--- config.mk ---
export PLATFORM = sky130hd
export DESIGN_NAME = reg_hazard_gate_flat
export DESIGN_NICKNAME = d
export VERILOG_FILES = /design/src/rtl/reg_hazard_gate_if.sv /design/src/rtl/reg_hazard_gate.sv /design/src/flat_wrapper.sv
export SDC_FILE = /design/constraint.sdc
export NUM_CORES = 1
export LEC_CHECK = 0
export CORE_UTILIZATION = 45
export DETAILED_ROUTE_END_ITERATION = 7
export PLACE_DENSITY = 0.77
export RECOVER_POWER = 25
export REMOVE_ABC_BUFFERS = 1
export SYNTH_ARGS = -nofsm -noshare
export SYNTH_HDL_FRONTEND = slang
export SYNTH_SLANG_ARGS = --single-unit
--- constraint.sdc ---
create_clock -name clk -period 2.8 [get_ports clk]
set_clock_uncertainty 0.05 [all_clocks]
set_input_delay 0.56 -clock clk [delete_from_list [all_inputs] [get_ports clk]]
set_output_delay 0.56 -clock clk [all_outputs]
set_load 0.1 [all_outputs]
--- src/rtl/reg_hazard_gate_if.sv ---
// Handshake and tracker-status bundle for reg_hazard_gate.
// master: upstream decode / tracker / register read side; slave: the gate.
interface reg_hazard_gate_if #(
  parameter int unsigned TAG_WIDTH = 16
);
  logic                 InstValid;
  logic                 InstReady;
  logic [TAG_WIDTH-1:0] InstTag;
  logic [3:0]           InstAAddress;
  logic                 InstReadsA;
  logic                 InstWritesA;
  logic                 InstMarkDirty;
  logic [3:0]           InstBAddress;
  logic                 InstReadsB;
  logic [15:0]          DirtyVector;
  logic [15:0]          ToBeWrittenVector;
  logic [15:0]          ToBeReadVector;
  logic                 DispatchValid;
  logic                 DispatchReady;
  logic [TAG_WIDTH-1:0] DispatchTag;
  logic                 ReadingFromA;
  logic                 WillBeWritingToA;
  logic                 MarkADirty;
  logic                 ReadingFromB;
  logic [3:0]           ReadAAddress;
  logic [3:0]           ReadBAddress;
  logic                 HazardStall;

  modport master (
    output InstValid, InstTag, InstAAddress, InstReadsA, InstWritesA, InstMarkDirty,
    output InstBAddress, InstReadsB, DirtyVector, ToBeWrittenVector, ToBeReadVector,
    output DispatchReady,
    input  InstReady, DispatchValid, DispatchTag, ReadingFromA, WillBeWritingToA,
    input  MarkADirty, ReadingFromB, ReadAAddress, ReadBAddress, HazardStall
  );

  modport slave (
    input  InstValid, InstTag, InstAAddress, InstReadsA, InstWritesA, InstMarkDirty,
    input  InstBAddress, InstReadsB, DirtyVector, ToBeWrittenVector, ToBeReadVector,
    input  DispatchReady,
    output InstReady, DispatchValid, DispatchTag, ReadingFromA, WillBeWritingToA,
    output MarkADirty, ReadingFromB, ReadAAddress, ReadBAddress, HazardStall
  );
endinterface

--- src/rtl/reg_hazard_gate.sv ---
// Two-entry in-order holding buffer that releases an instruction to register read only when
// its operands are hazard-free. REG_HAZARD_STALL_COUNT_EN adds a saturating StallCount output.
module reg_hazard_gate #(
  parameter int unsigned TAG_WIDTH = 16
) (
  input  logic        clk,
  input  logic        clk_en,
  input  logic        sync_rst,
  input  logic        Flush,
`ifdef REG_HAZARD_STALL_COUNT_EN
  output logic [15:0] StallCount,
`endif
  reg_hazard_gate_if.slave bus
);

  typedef enum logic [1:0] {StEmpty, StOne, StFull} state_e;

  typedef struct packed {
    logic [TAG_WIDTH-1:0] tag;
    logic [3:0]           a_addr;
    logic                 reads_a;
    logic                 writes_a;
    logic                 mark_dirty;
    logic [3:0]           b_addr;
    logic                 reads_b;
  } entry_t;

  state_e state_q, state_d;
  entry_t head_q, head_d, tail_q, tail_d, inst_e;
  logic   ready_q, ready_d;
  logic   head_valid, hazard, disp_valid, fire, accept;
  logic   raw_a, raw_b, waw_a, war_a, dirty_a;

  assign inst_e = '{tag:        bus.InstTag,
                    a_addr:     bus.InstAAddress,
                    reads_a:    bus.InstReadsA,
                    writes_a:   bus.InstWritesA,
                    mark_dirty: bus.InstMarkDirty,
                    b_addr:     bus.InstBAddress,
                    reads_b:    bus.InstReadsB};

  assign head_valid = (state_q != StEmpty);
  assign raw_a      = head_q.reads_a  && bus.ToBeWrittenVector[head_q.a_addr];
  assign raw_b      = head_q.reads_b  && bus.ToBeWrittenVector[head_q.b_addr];
  assign waw_a      = head_q.writes_a && bus.ToBeWrittenVector[head_q.a_addr];
  assign war_a      = head_q.writes_a && bus.ToBeReadVector[head_q.a_addr];
  assign dirty_a    = head_q.writes_a && head_q.mark_dirty && bus.DirtyVector[head_q.a_addr];
  assign hazard     = raw_a || raw_b || waw_a || war_a || dirty_a;

  assign disp_valid = clk_en && head_valid && !hazard;
  assign fire       = disp_valid && bus.DispatchReady;
  assign accept     = clk_en && bus.InstValid && ready_q;

  always_comb begin
    state_d = state_q;
    head_d  = head_q;
    tail_d  = tail_q;
    if (clk_en) begin
      if (Flush) begin
        // Claims of a fire in this cycle still go out; only the buffer contents are dropped.
        state_d = StEmpty;
      end else begin
        case (state_q)
          StEmpty: begin
            if (accept) begin
              state_d = StOne;
              head_d  = inst_e;
            end
          end
          StOne: begin
            if (fire && accept) begin
              head_d = inst_e;
            end else if (fire) begin
              state_d = StEmpty;
            end else if (accept) begin
              tail_d  = inst_e;
              state_d = StFull;
            end
          end
          StFull: begin
            if (fire) begin
              head_d  = tail_q;
              state_d = StOne;
            end
          end
          default: state_d = StEmpty;
        endcase
      end
    end
    ready_d = (state_d != StFull);
  end

  always_ff @(posedge clk) begin
    if (sync_rst) begin
      state_q <= StEmpty;
      head_q  <= '0;
      tail_q  <= '0;
      ready_q <= 1'b1;
    end else begin
      state_q <= state_d;
      head_q  <= head_d;
      tail_q  <= tail_d;
      ready_q <= ready_d;
    end
  end

  assign bus.InstReady        = ready_q;
  assign bus.DispatchValid    = disp_valid;
  assign bus.DispatchTag      = head_q.tag;
  assign bus.ReadAAddress     = head_q.a_addr;
  assign bus.ReadBAddress     = head_q.b_addr;
  assign bus.ReadingFromA     = fire && head_q.reads_a;
  assign bus.WillBeWritingToA = fire && head_q.writes_a;
  assign bus.MarkADirty       = fire && head_q.writes_a && head_q.mark_dirty;
  assign bus.ReadingFromB     = fire && head_q.reads_b;
  assign bus.HazardStall      = head_valid && hazard;

`ifdef REG_HAZARD_STALL_COUNT_EN
  logic [15:0] stall_cnt_q;

  always_ff @(posedge clk) begin
    if (sync_rst) begin
      stall_cnt_q <= '0;
    end else if (clk_en && bus.HazardStall && (stall_cnt_q != 16'hFFFF)) begin
      stall_cnt_q <= stall_cnt_q + 16'd1;
    end
  end

  assign StallCount = stall_cnt_q;
`endif

endmodule

--- src/flat_wrapper.sv ---
// flat-port wrapper written by rule: the top's interface ports become plain ports
module reg_hazard_gate_flat 
#(
  parameter int unsigned TAG_WIDTH = 16
)
  (clk, clk_en, sync_rst, Flush, bus_InstValid, bus_InstTag, bus_InstAAddress, bus_InstReadsA, bus_InstWritesA, bus_InstMarkDirty, bus_InstBAddress, bus_InstReadsB, bus_DirtyVector, bus_ToBeWrittenVector, bus_ToBeReadVector, bus_DispatchReady, bus_InstReady, bus_DispatchValid, bus_DispatchTag, bus_ReadingFromA, bus_WillBeWritingToA, bus_MarkADirty, bus_ReadingFromB, bus_ReadAAddress, bus_ReadBAddress, bus_HazardStall);
  reg_hazard_gate_if #(.TAG_WIDTH(TAG_WIDTH)) bus_i ();
  input  logic clk;
  input  logic clk_en;
  input  logic sync_rst;
  input  logic Flush;
  input wire logic [$bits(bus_i.InstValid)-1:0] bus_InstValid;
  input wire logic [$bits(bus_i.InstTag)-1:0] bus_InstTag;
  input wire logic [$bits(bus_i.InstAAddress)-1:0] bus_InstAAddress;
  input wire logic [$bits(bus_i.InstReadsA)-1:0] bus_InstReadsA;
  input wire logic [$bits(bus_i.InstWritesA)-1:0] bus_InstWritesA;
  input wire logic [$bits(bus_i.InstMarkDirty)-1:0] bus_InstMarkDirty;
  input wire logic [$bits(bus_i.InstBAddress)-1:0] bus_InstBAddress;
  input wire logic [$bits(bus_i.InstReadsB)-1:0] bus_InstReadsB;
  input wire logic [$bits(bus_i.DirtyVector)-1:0] bus_DirtyVector;
  input wire logic [$bits(bus_i.ToBeWrittenVector)-1:0] bus_ToBeWrittenVector;
  input wire logic [$bits(bus_i.ToBeReadVector)-1:0] bus_ToBeReadVector;
  input wire logic [$bits(bus_i.DispatchReady)-1:0] bus_DispatchReady;
  output wire logic [$bits(bus_i.InstReady)-1:0] bus_InstReady;
  output wire logic [$bits(bus_i.DispatchValid)-1:0] bus_DispatchValid;
  output wire logic [$bits(bus_i.DispatchTag)-1:0] bus_DispatchTag;
  output wire logic [$bits(bus_i.ReadingFromA)-1:0] bus_ReadingFromA;
  output wire logic [$bits(bus_i.WillBeWritingToA)-1:0] bus_WillBeWritingToA;
  output wire logic [$bits(bus_i.MarkADirty)-1:0] bus_MarkADirty;
  output wire logic [$bits(bus_i.ReadingFromB)-1:0] bus_ReadingFromB;
  output wire logic [$bits(bus_i.ReadAAddress)-1:0] bus_ReadAAddress;
  output wire logic [$bits(bus_i.ReadBAddress)-1:0] bus_ReadBAddress;
  output wire logic [$bits(bus_i.HazardStall)-1:0] bus_HazardStall;
  assign bus_i.InstValid = bus_InstValid;
  assign bus_i.InstTag = bus_InstTag;
  assign bus_i.InstAAddress = bus_InstAAddress;
  assign bus_i.InstReadsA = bus_InstReadsA;
  assign bus_i.InstWritesA = bus_InstWritesA;
  assign bus_i.InstMarkDirty = bus_InstMarkDirty;
  assign bus_i.InstBAddress = bus_InstBAddress;
  assign bus_i.InstReadsB = bus_InstReadsB;
  assign bus_i.DirtyVector = bus_DirtyVector;
  assign bus_i.ToBeWrittenVector = bus_ToBeWrittenVector;
  assign bus_i.ToBeReadVector = bus_ToBeReadVector;
  assign bus_i.DispatchReady = bus_DispatchReady;
  assign bus_InstReady = bus_i.InstReady;
  assign bus_DispatchValid = bus_i.DispatchValid;
  assign bus_DispatchTag = bus_i.DispatchTag;
  assign bus_ReadingFromA = bus_i.ReadingFromA;
  assign bus_WillBeWritingToA = bus_i.WillBeWritingToA;
  assign bus_MarkADirty = bus_i.MarkADirty;
  assign bus_ReadingFromB = bus_i.ReadingFromB;
  assign bus_ReadAAddress = bus_i.ReadAAddress;
  assign bus_ReadBAddress = bus_i.ReadBAddress;
  assign bus_HazardStall = bus_i.HazardStall;
  reg_hazard_gate #(.TAG_WIDTH(TAG_WIDTH)) u_core (.clk(clk), .clk_en(clk_en), .sync_rst(sync_rst), .Flush(Flush), .bus(bus_i));
endmodule
Word level (Yosys, flattened, before mapping)

Cells that the tools add are included.

Order comparisons: 2
Equal/unequal tests: 6
Multiplexer cells: 20
Bitwise operators: 3
Reductions and logical operators: 27

Operator list:

| operator             | number |
|---|---|
| $mux W28             | 3 |
| $pmux W28 S3         | 1 |
| $logic_and A1 B1 Y1  | 17 |
| $bmux W1 S4          | 4 |
| $mux W2              | 7 |
| $reduce_and A6 Y1    | 2 |
| $lt A4 B5 Y1 const B | 2 |
| $ne A2 B1 Y1 const B | 3 |
| $pmux W2 S3          | 1 |
| $logic_or A1 B1 Y1   | 4 |
| $mux W1              | 4 |
| $not A1 Y1           | 3 |
| $reduce_bool A3 Y1   | 1 |
| $eq A2 B1 Y1 const B | 1 |
| $eq A2 B2 Y1 const B | 1 |
| $logic_not A2 Y1     | 1 |
| $ne A2 B2 Y1 const B | 1 |
| $reduce_bool A2 Y1   | 1 |
| $logic_not A1 Y1     | 1 |

Register bits: 59
Bits of input ports: 82
Output and inout bits: 31
Logic and storage cells: 74

Depth between registers and ports, before layout

Depth in word-level cells: 16
Depth in mapped cells: 10
Gate-level depth less buffers: 7

Least setup slack after synthesis

OpenSTA, ideal clock, no wires.

Path kind: in2out
Start: in bus_ToBeWrittenVector[15]
End: out bus_MarkADirty
Arrival time: 3,242 ps
Data required time: 2,190 ps
Slack: -1,052 ps
Stages on the path: 6
Path buffers: 1
Cells stage by stage: mux4_2 o2111a_2 nor4_4 nand2_1 clkbuf_1 nor2_1

Longest elaborated chain between the ends: 12
Elaborated cells on any way between the ends: 16
Classes of those cells: 4 x mux; 12 x reduce/logical

Ends and longest elaborated chain:

| item                                          | RTL line                                                            | source |
|---|---|---|
| from (decl)                                   | flat_wrapper.sv:21                                                  | `input wire logic [$bits(bus_i.ToBeWrittenVector)-1:0] bus_ToBeWrittenVector;` |
| $bmux W1 S4, on equally long branches         | reg_hazard_gate.sv:43, reg_hazard_gate.sv:45, reg_hazard_gate.sv:44 |  |
| $mux W1, on equally long branches             | reg_hazard_gate.sv:43, reg_hazard_gate.sv:45, reg_hazard_gate.sv:44 |  |
| $logic_and A1 B1 Y1, on equally long branches | reg_hazard_gate.sv:43, reg_hazard_gate.sv:44                        |  |
| $logic_or A1 B1 Y1                            | reg_hazard_gate.sv:48                                               | `assign hazard = raw_a \|\| raw_b \|\| waw_a \|\| war_a \|\| dirty_a;` |
| $logic_or A1 B1 Y1 (*) (3 in series)          | reg_hazard_gate.sv:48                                               |  |
| $logic_not A1 Y1 (*)                          | reg_hazard_gate.sv:50                                               | `assign disp_valid = clk_en && head_valid && !hazard;` |
| $logic_and A1 B1 Y1 (*)                       | reg_hazard_gate.sv:50                                               |  |
| $logic_and A1 B1 Y1 (*)                       | reg_hazard_gate.sv:51                                               | `assign fire = disp_valid && bus.DispatchReady;` |
| $logic_and A1 B1 Y1 (*) (2 in series)         | reg_hazard_gate.sv:114                                              | `assign bus.MarkADirty = fire && head_q.writes_a && head_q.mark_dirty;` |
| to (decl)                                     | flat_wrapper.sv:29                                                  | `output wire logic [$bits(bus_i.MarkADirty)-1:0] bus_MarkADirty;` |

Mark *: on every way between the ends. The rest lies on a longest branch, timed or not. The select of a mux whose other input is x is not followed.

Worst setup path after layout

Start: in bus_ToBeReadVector[7]
End: out bus_WillBeWritingToA

Longest elaborated chain between the ends: 9

Ends and longest elaborated chain:

| item                             | RTL line               | source |
|---|---|---|
| from (decl)                      | flat_wrapper.sv:22     | `input wire logic [$bits(bus_i.ToBeReadVector)-1:0] bus_ToBeReadVector;` |
| $bmux W1 S4                      | reg_hazard_gate.sv:46  | `assign war_a = head_q.writes_a && bus.ToBeReadVector[head_q.a_addr];` |
| $mux W1 (implied by the code)    | reg_hazard_gate.sv:46  |  |
| $logic_and A1 B1 Y1              | reg_hazard_gate.sv:46  |  |
| $logic_or A1 B1 Y1 (2 in series) | reg_hazard_gate.sv:48  |  |
| $logic_not A1 Y1                 | reg_hazard_gate.sv:50  |  |
| $logic_and A1 B1 Y1              | reg_hazard_gate.sv:50  |  |
| $logic_and A1 B1 Y1              | reg_hazard_gate.sv:51  |  |
| $logic_and A1 B1 Y1              | reg_hazard_gate.sv:113 | `assign bus.WillBeWritingToA = fire && head_q.writes_a;` |
| to (decl)                        | flat_wrapper.sv:28     | `output wire logic [$bits(bus_i.WillBeWritingToA)-1:0] bus_WillBeWritingToA;` |

Every way passes these cells. The select of a mux whose other input is x is not followed.

==> flow_metrics.py <==
metrics = {
    "placement": {
        "place.gp.congestion": 0.7911,
        "hpwl_um": 7095,
        "postPlaceCellArea_um2": 4673,
        "io_buffers": 112,
        "dp_worst_setup_slack_ns": -0.4686,
    },
    "clock_network": {
        "clock_tree.buffer_depth": 2,
        "numCtsBuffers": 9,
        "clk_pin_slew_worst_paths_ns": 0.07,
        "clock_latency_ns": 0.34,
        "cts_hold_buffers": 0,
        "h-tree-depth": 3,
        "cts.sink_count": 59,
        "cts_tree": "done",
        "cts_root_buffer": "clkbuf_8",
    },
    "timing": {
        "hold_viol_final": 0,
        "setup_slack_ns": -0.3004,
        "setup_violations": 8,
        "fin_crit_sh_pct": 110.7,
        "rsz0062_at_grt": "yes",
        "layout_min_cycle_time_ns": 3.100,
        "fmax_mhz": 322.5,
        "slew-limit-headroom_pct": 21.84,
        "drv_slew": 0,
        "tightest_slew_ns": 1.177,
    },
    "routing": {
        "vias": 3404,
        "ant_nets": 0,
        "drc_errors": 0,
        "viasPerCell": 5.993,
        "wl_per_cell_um": 19.41,
        "wl_um": 11030,
        "first_pass_iters": 6,
        "drt_iter0_markers": 301,
    },
    "outcome": {
        "outcome": "finished, violations left",
        "failed_checks": "setup timing",
    },
    "layout": {
        "fin_nets": 543,
        "final_common_cell": "dfxtp_1",
        "final_cell_area_um2": 4950,
        "final_cell_mix": "dfxtp_1, clkdlybuf4s50_1, dlygate4sd2_1, buf_4, mux2i_1",
        "fillers": 643,
        "syn_to_final_growth_pct": 35.34,
        "drive_above_1_share_pct": 26.82,
        "antenna_cells": 0,
    },
    "synth": {
        "ys_ff_latch": 59,
        "ys_types": 42,
        "synth_cells": 370,
        "syn_area_um2": 3657,
        "yosysWarningCount": 0,
        "seq_area_frac_synth_pct": 32.30,
        "syn_area_per_cell_um2": 9.884,
    },
    "floorplanning": {
        "chipWidth_um": 92.15,
        "ios": 113,
        "fp.dieH_um": 92.15,
        "rows": 32,
        "dieArea_um2": 8492,
        "coreArea_um2": 7807,
        "start_util_pct": 46.84,
    },
    "worst_setup_path": {
        "path_class": "input port to primary output",
        "end_kind": "primary output",
        "cp_max_fo": 6,
        "crit_arrival_ns": 2.49,
        "start_kind": "input port",
        "cp.required_ns": 2.19,
    },
    "worst_hold_path": {
        "hold_class": "register to register",
    },
    "global_routing": {
        "antenna_found_initial": 0,
        "grt_pass1_wl_um": 16630,
        "grt_pass1_vias": 3273,
        "overflow": 0,
        "grt_usage_pct": 25.03,
        "grt_max_degree": 39,
    },
    "power_and_ir_drop": {
        "ir_drop_mv": 0.2695,
        "power.leakage_nw": 1.960,
        "power.total_mw": 2.259,
        "p_per_area_nw_per_um2": 456.4,
    },
    "flow_run": {
        "max_cap_viol_count": 0,
    },
}
Yosys cell counts (all sizes together):
library cell	n	share of area (%)
dfxtp	59	32
buf	48	11
mux2i	34	9.3
nand3	32	4.4
nor4	31	6.1
a211oi	30	8.9
o21ai	30	4.1
a21oi	29	4.0
clkbuf	16	2.5
mux4	14	8.8
nor2	8	0.82
and3	5	0.96
nand2	5	0.51
nand4	4	1.0
inv	3	0.31
nor2b	3	0.51
nor3	3	0.55
a22oi	2	0.41
and2	2	0.38
nand3b	2	0.41
nand4b	2	0.48
o2111a	2	0.65
a41oi	1	0.24
and2b	1	0.21
and4	1	0.31
nand2b	1	0.17
o21a	1	0.21
or3	1	0.17
power breakdown:
part | switching (mW) | internal, mW
combinational | 0.317 | 0.229
clock | 0.338 | 0.481
sequential | 0.0288 | 0.866
total | 0.684 | 1.58
path summary, 6_finish.rpt:
kind / startpoint / endpoint / slack, ns / cells after the start
setup / recovery: bus_ToBeReadVector[7] / bus_WillBeWritingToA / -0.30 / 8
hold / removal: u_core.tail_q[5] / u_core.tail_q[5] / 0.43 / 2
setup reg to reg: u_core.bus.ReadAAddress[0] / u_core.state_q[0] / 0.01 / 11
hold reg to reg: u_core.tail_q[5] / u_core.tail_q[5] / 0.43 / 2
per-layer routing:
layer | part of all wire (%) | up-vias | global-route usage [%]
li1 | - | 1576 | -
met1 | 42 | 1683 | 30.45
met2 | 50 | 134 | 44.28
met3 | 6.5 | 11 | 4.063
met4 | 1.1 | 0 | 8.984
met5 | 0 | - | 0
area by class of cell:
type,count,area [µm²],share of cell area [%]
Sequential cell,59,1186,23.96
Clock inverter,4,47.55,0.9606
Clock buffer,12,165.2,3.337
Tap cell,102,127.6,2.578
Inverter,3,11.26,0.2275
Multi-Input combinational cell,244,2043,41.28
Timing Repair Buffer,144,1369,27.65
through the flow:
stage          setup TNS, ns  util (%)  hold WS [ns]  cells
5_1_grt               -5.105     63.40        0.4428    568
6_report              -1.736     63.40        0.4252    568
2_1_floorplan         -78.68         -        0.3970    306
4_1_cts               -1.716     63.13        0.4268    565
3_3_place_gp          -12.81     59.86        0.4091    546
3_5_place_dp          -15.08     59.86        0.4168    546
flip-flops by register name (all words and copies together) (netlist names):
| name | flops |
|---|---|
| u_core.bus.InstReady | 1 |
| u_core.tail_q | 28 |
| u_core.bus.ReadBAddress | 4 |
| u_core.state_q | 2 |
| u_core.bus.ReadAAddress | 4 |
| u_core.head_q | 4 |
| u_core.bus.DispatchTag | 16 |
repair_timing:
item,in CTS,in global routing
resized for setup,55,8
pin swaps,16,8
endpoints found under the setup margin,6,36
setup buffers,3,2
cloned,0,1
hold endpoints to repair,0,0
kinds of logic after synthesis:
logic type             synth area share (%)
and+or+nand+nor                       17.00
AOI/OAI and AO/OA                     18.47
buffers and inverters                 14.09
DFF                                   32.30
muxes                                 18.13
worst max-delay path: stages:
cell and delay [ns]:
clkdlybuf4s50_1 0.40, mux4_2 0.48, nand3_2 0.11, nand4_4 0.11
nor4_4 0.28, buf_6 0.17, and3_4 0.20, buf_12 0.17
Power figures use the tool's default switching activity.
